==> config.mk <==
export PLATFORM = sky130hd
export DESIGN_NAME = formula_cex_scanner
export DESIGN_NICKNAME = d
export VERILOG_FILES = /design/src/rtl/formula_cex_scanner.sv
export SDC_FILE = /design/constraint.sdc
export NUM_CORES = 1
export LEC_CHECK = 0
export ABC_CLOCK_PERIOD_IN_PS = 4720
export CORE_ASPECT_RATIO = 0.9
export CORE_UTILIZATION = 40
export DETAILED_ROUTE_END_ITERATION = 10
export DONT_BUFFER_PORTS = 1
export GPL_ROUTABILITY_DRIVEN = 0
export PLACE_DENSITY = 0.6
export SETUP_SLACK_MARGIN = 0.2
export SLEW_MARGIN = 20
export SYNTH_ARGS = -nofsm -noshare
export SYNTH_HDL_FRONTEND = slang
export SYNTH_SLANG_ARGS = --single-unit
==> constraint.sdc <==
create_clock -name clk -period 4.72 [get_ports clk]
set_input_delay 0.944 -clock clk [delete_from_list [all_inputs] [get_ports clk]]
set_output_delay 0.944 -clock clk [all_outputs]
set_load 0.02 [all_outputs]
==> src/rtl/formula_cex_scanner.sv <==
// formula_cex_scanner
//
// Drives a combinational (or integrator-pipelined) formula checker with every
// assignment of the low CNT_W input bits. The remaining high bits are held at
// the value latched from fixed_bits when the scan starts. The scanner stops at
// the first assignment the formula rejects and reports it as a counterexample.
//
// Ports:
//   clk, rst       clock, synchronous active-high reset
//   start          begin a scan (only honoured while idle)
//   abort          cancel a running scan, no done pulse
//   fixed_bits     value for the non-enumerated high input bits
//   assign_out     assignment driven to the formula inputs
//   issue_valid    assign_out carries a new assignment this cycle
//   eval_result    formula output, EVAL_LAT cycles behind assign_out
//   busy           scan in progress
//   done           one-cycle pulse when a scan finishes (pass or fail)
//   pass           every assignment held in the last completed scan
//   cex            first falsifying assignment of the last scan
//   checked_count  number of results retired in the current/last scan
module formula_cex_scanner #(
  parameter int N_IN     = 61,
  parameter int CNT_W    = 16,
  parameter int EVAL_LAT = 1
) (
  input  logic              clk,
  input  logic              rst,
  input  logic              start,
  input  logic              abort,
  input  logic [N_IN-1:0]   fixed_bits,
  output logic [N_IN-1:0]   assign_out,
  output logic              issue_valid,
  input  logic              eval_result,
  output logic              busy,
  output logic              done,
  output logic              pass,
  output logic [N_IN-1:0]   cex,
  output logic [CNT_W:0]    checked_count
);

  typedef enum logic [1:0] {IDLE, RUN, DRAIN} state_t;

  // Mask selecting the enumerated low bits; the high bits come from fixed_q.
  localparam logic [N_IN-1:0]  LOW_MASK  = N_IN'((64'd1 << CNT_W) - 64'd1);
  localparam logic [CNT_W-1:0] CNT_MAX   = '1;
  localparam logic [CNT_W:0]   COUNT_MAX = {1'b1, {CNT_W{1'b0}}};

  state_t            state, next_state;
  logic [CNT_W-1:0]  cnt;
  logic [N_IN-1:0]   fixed_q;

  // Delay line of {valid, tag} that travels alongside the evaluator pipeline.
  logic              dl_valid [EVAL_LAT];
  logic [CNT_W-1:0]  dl_tag   [EVAL_LAT];

  logic              retire_valid;
  logic [CNT_W-1:0]  retire_tag;
  logic              fail_now;
  logic              younger_in_flight;
  logic              final_pass;

  assign busy       = (state != IDLE);
  assign assign_out = (fixed_q & ~LOW_MASK) | N_IN'(cnt);

  // A failing retire kills the issue in the same cycle, so issue_valid has a
  // combinational path from eval_result.
  always_comb begin
    retire_valid      = dl_valid[EVAL_LAT-1];
    retire_tag        = dl_tag[EVAL_LAT-1];
    fail_now          = retire_valid && !eval_result;
    younger_in_flight = 1'b0;
    for (int i = 0; i < EVAL_LAT - 1; i++) begin
      younger_in_flight = younger_in_flight | dl_valid[i];
    end
    issue_valid = (state == RUN) && !fail_now;
    final_pass  = (state == DRAIN) && retire_valid && eval_result && !younger_in_flight;
  end

  // Next-state logic; abort and failure both return straight to IDLE.
  always_comb begin
    next_state = state;
    case (state)
      IDLE: begin
        if (start) next_state = RUN;
      end
      RUN: begin
        if (abort || fail_now)  next_state = IDLE;
        else if (cnt == CNT_MAX) next_state = DRAIN;
      end
      DRAIN: begin
        if (abort || fail_now || final_pass) next_state = IDLE;
        else if (!retire_valid && !younger_in_flight) next_state = IDLE;
      end
      default: next_state = IDLE;
    endcase
  end

  // Datapath: counter, delay line, result flags. Abort takes priority over a
  // failing retire in the same cycle, so an aborted scan never reports a cex.
  always_ff @(posedge clk) begin
    if (rst) begin
      state         <= IDLE;
      cnt           <= '0;
      fixed_q       <= '0;
      done          <= 1'b0;
      pass          <= 1'b0;
      cex           <= '0;
      checked_count <= '0;
      for (int i = 0; i < EVAL_LAT; i++) begin
        dl_valid[i] <= 1'b0;
        dl_tag[i]   <= '0;
      end
    end else begin
      state <= next_state;
      done  <= 1'b0;
      if (state == IDLE) begin
        if (start) begin
          fixed_q       <= fixed_bits;
          cnt           <= '0;
          checked_count <= '0;
          pass          <= 1'b0;
          cex           <= '0;
        end
      end else if (abort) begin
        pass <= 1'b0;
        for (int i = 0; i < EVAL_LAT; i++) begin
          dl_valid[i] <= 1'b0;
        end
      end else begin
        if (issue_valid && (cnt != CNT_MAX)) cnt <= cnt + 1'b1;
        if (retire_valid && (checked_count != COUNT_MAX)) checked_count <= checked_count + 1'b1;
        if (fail_now) begin
          cex  <= (fixed_q & ~LOW_MASK) | N_IN'(retire_tag);
          pass <= 1'b0;
          done <= 1'b1;
          for (int i = 0; i < EVAL_LAT; i++) begin
            dl_valid[i] <= 1'b0;
          end
        end else begin
          if (final_pass) begin
            pass <= 1'b1;
            done <= 1'b1;
          end
          dl_valid[0] <= issue_valid;
          dl_tag[0]   <= cnt;
          for (int i = 1; i < EVAL_LAT; i++) begin
            dl_valid[i] <= dl_valid[i-1];
            dl_tag[i]   <= dl_tag[i-1];
          end
        end
      end
    end
  end

endmodule

==> metrics.yaml <==
n_fill_cell: 1488
yosysSeqAreaShare_pct: 53.0
cp-start-kind: "primary input"
worstPathCellList: "and2_2, buf_4, a21o_2, nand2b_2, buf_4, a21oi_1"
crit_fanout: 50
firstDrtPassIters: 5
crit_family: "buffers and inverters"
fmax_mhz: 391
cp.required_ns: 5.01
vias_per_cell: 5.60
hold_class: "reg -> reg"
wl_met3_mm: 1.39
cts_hold_buf: 0
dieArea_um2: 16400
start_util_pct: 41.1
dr_wl_met2_mm: 7.79
cts.sinks: 160
drv_cap: 0
cts_made_buffers: 17
die_y_um: 122
seq_area_um2: 3370
drv_slew: 0
worst_pin_slew_ns: 1.05
syn_nets: 824
ys_top_cells_by_count: "176 x nand2_1, 143 x dfxtp_1, 127 x a21oi_1"
crit_path_frequent_cell: "buf_4"
cp-end-kind: "register"
synth.most_common_cell: "nand2_1"
hold_viol: 0
max_stage_delay_ns: 0.57
yosysUniqueCellTypes: 56
clk_latency_ns: 0.43
synthAdderAreaFrac_pct: 0.590
worst_path_max_delay_cell: "nand2b_2"
grt_pass1_vias: 5040
top_layer: "met4"
rsz0062_at_grt: "no"
num_antenna_cells: 0
row_count: 43
design_area_um2: 7010
ys_seq_elements: 160
path_buf_inv: 2
clock_path_buffers: 2
cts-root-buf: "clkbuf_16"
grt_pass1_wl_mm: 25.9
yosysTopAreaCellShare_pct: 45.0
post_cts_buffers: 0
setup_tns_ns: 0
synth-simple-area-share_pct: 25.6
drcViolationCount: 0
wl_met1_mm: 6.99
synthMuxAreaShare_pct: 0.315
ys_top_cells_by_area: "dfxtp_1 45%, nand2_1 10%, a21oi_1 10%"
vdd_drop_max_v: 0.000259
drive_gt1_share_pct: 8.50
status: "complete, no violations"
synth_cells: 755
dp_hpwl_mm: 10.9
multi_input_area_um2: 2750
drt_wl_total_mm: 16.6
synth_area_um2: 6360
wl_per_cell_um: 17.6
postRouteAntennaNets: 0
synthArstFlopShare_pct: 0
cellPowerDensity_nw_per_um2: 445
worstSetupPathType: "in -> reg"
htreeDepth: 4
grt_use_total_pct: 20.3
whs_ns: 0.515
p_leak_nw: 2.49
finalSetupViolations: 0
synth_top_family_by_area: "simple AND/OR/NAND/NOR gates"
cts_tree: "built"
yosysWarningCount: 0
yosys.area_share.xor_xnor_pct: 0
ys.flop_type: "dfxtp_1"
post_cts_resize_count: 0
die_w_um: 135
core_um2: 15500
max_slew_margin_pct: 29.8
grt_max_degree: 73
synth_compound_gate_area_share_pct: 16.2
placedInstanceArea_um2: 6440
area_growth_pct: 10.2
clk_pin_slew_ns: 0.06
skew_ns: 0.00968
port_buffers: 0
drtIter0Drc: 204
synth_largest_area_cell: "dfxtp_1"
nNetsFinal: 797
num_io_pins: 209
syn_avg_cell_area_um2: 8.43
overflow: 0
arrival_ns: 2.85
period_needed_ns: 2.56
synth-edff-count: 17
final.period_utilization_pct: 54.2
antenna_found_initial: 0
num_vias: 5281
-- layout by cell type, fill, tap and decap left out, drive strengths merged, types with 4 or more instances in the layout --
cell type    n
nor2        86
dfxtp      143
a31oi        5
a311oi       6
inv         10
and2        19
nor3         7
edfxtp      17
o21ai       23
o31ai        6
nand2      176
and3         7
nand4        9
nor4         6
and4         4
a21oi      127
buf          6
clkinv       5
nand3       16
clkbuf      20
-- flip-flops by register name, summed over array words and instances (netlist names) --
signal / count
cnt: 16
pass: 1
dl_valid: 1
cex: 61
fixed_q: 45
dl_tag: 16
checked_count: 17
state: 2
done: 1
-- metal layers --
layer / track usage [%] / vias to the layer above
met5: 0 / -
met1: 24.1 / 2519
li1: - / 2538
met3: 7.07 / 29
met4: 9.62 / 0
met2: 32.7 / 195
-- where the power goes --
part           leakage, nW  switching (mW)  internal (mW)
Combinational        0.870           0.152         0.0657
Sequential            1.35           0.149           1.45
Clock                0.271           0.574          0.729
Total                 2.49           0.875           2.25
-- stage by stage --
stage                     cells  power (mW)  utilization (%)  setup slack [ns]
after floorplan             755        1.80                -              2.05
after global placement      911        1.84             41.5              1.77
after detailed placement    911        1.85             41.5              1.72
after CTS                   943        3.15             45.2              2.18
after global routing        943        3.26             45.3              2.03
final                       943        3.12             45.3              2.16
-- cell families after synthesis --
group           Yosys count
flops                   160
fa+ha+maj                 3
buf+inv                  58
simple gates            350
mux                       2
compound gates          182
-- path summary, 6_finish.rpt --
path	from	endpoint	slack [ns]	cells after the start
min	dl_tag[0][9]$_SDFFCE_PN0P_	cex[9]$_SDFFE_PP0P_	0.51	2
min reg2reg	dl_tag[0][9]$_SDFFCE_PN0P_	cex[9]$_SDFFE_PP0P_	0.51	2
max	start	cex[47]$_SDFFE_PP0P_	2.16	6
max reg2reg	state[1]$_SDFFE_PP0P_	cex[47]$_SDFFE_PP0P_	2.20	7
-- layout make-up --
cell class / count / area share [%]
clock buffers: 20 / 6.67
clock inverters: 12 / 1.43
inverters: 6 / 0.321
multi-input cells: 537 / 39.2
flip-flops and latches: 160 / 48.1
well taps: 202 / 3.60
repair buffers: 6 / 0.642
-- tightest hold or removal path: stages, from the launching register on --
cell and delay [ns]:
edfxtp_1 0.36, nand2_1 0.06, a21oi_1 0.05
Note: power is estimated with default switching activity, not from simulation.
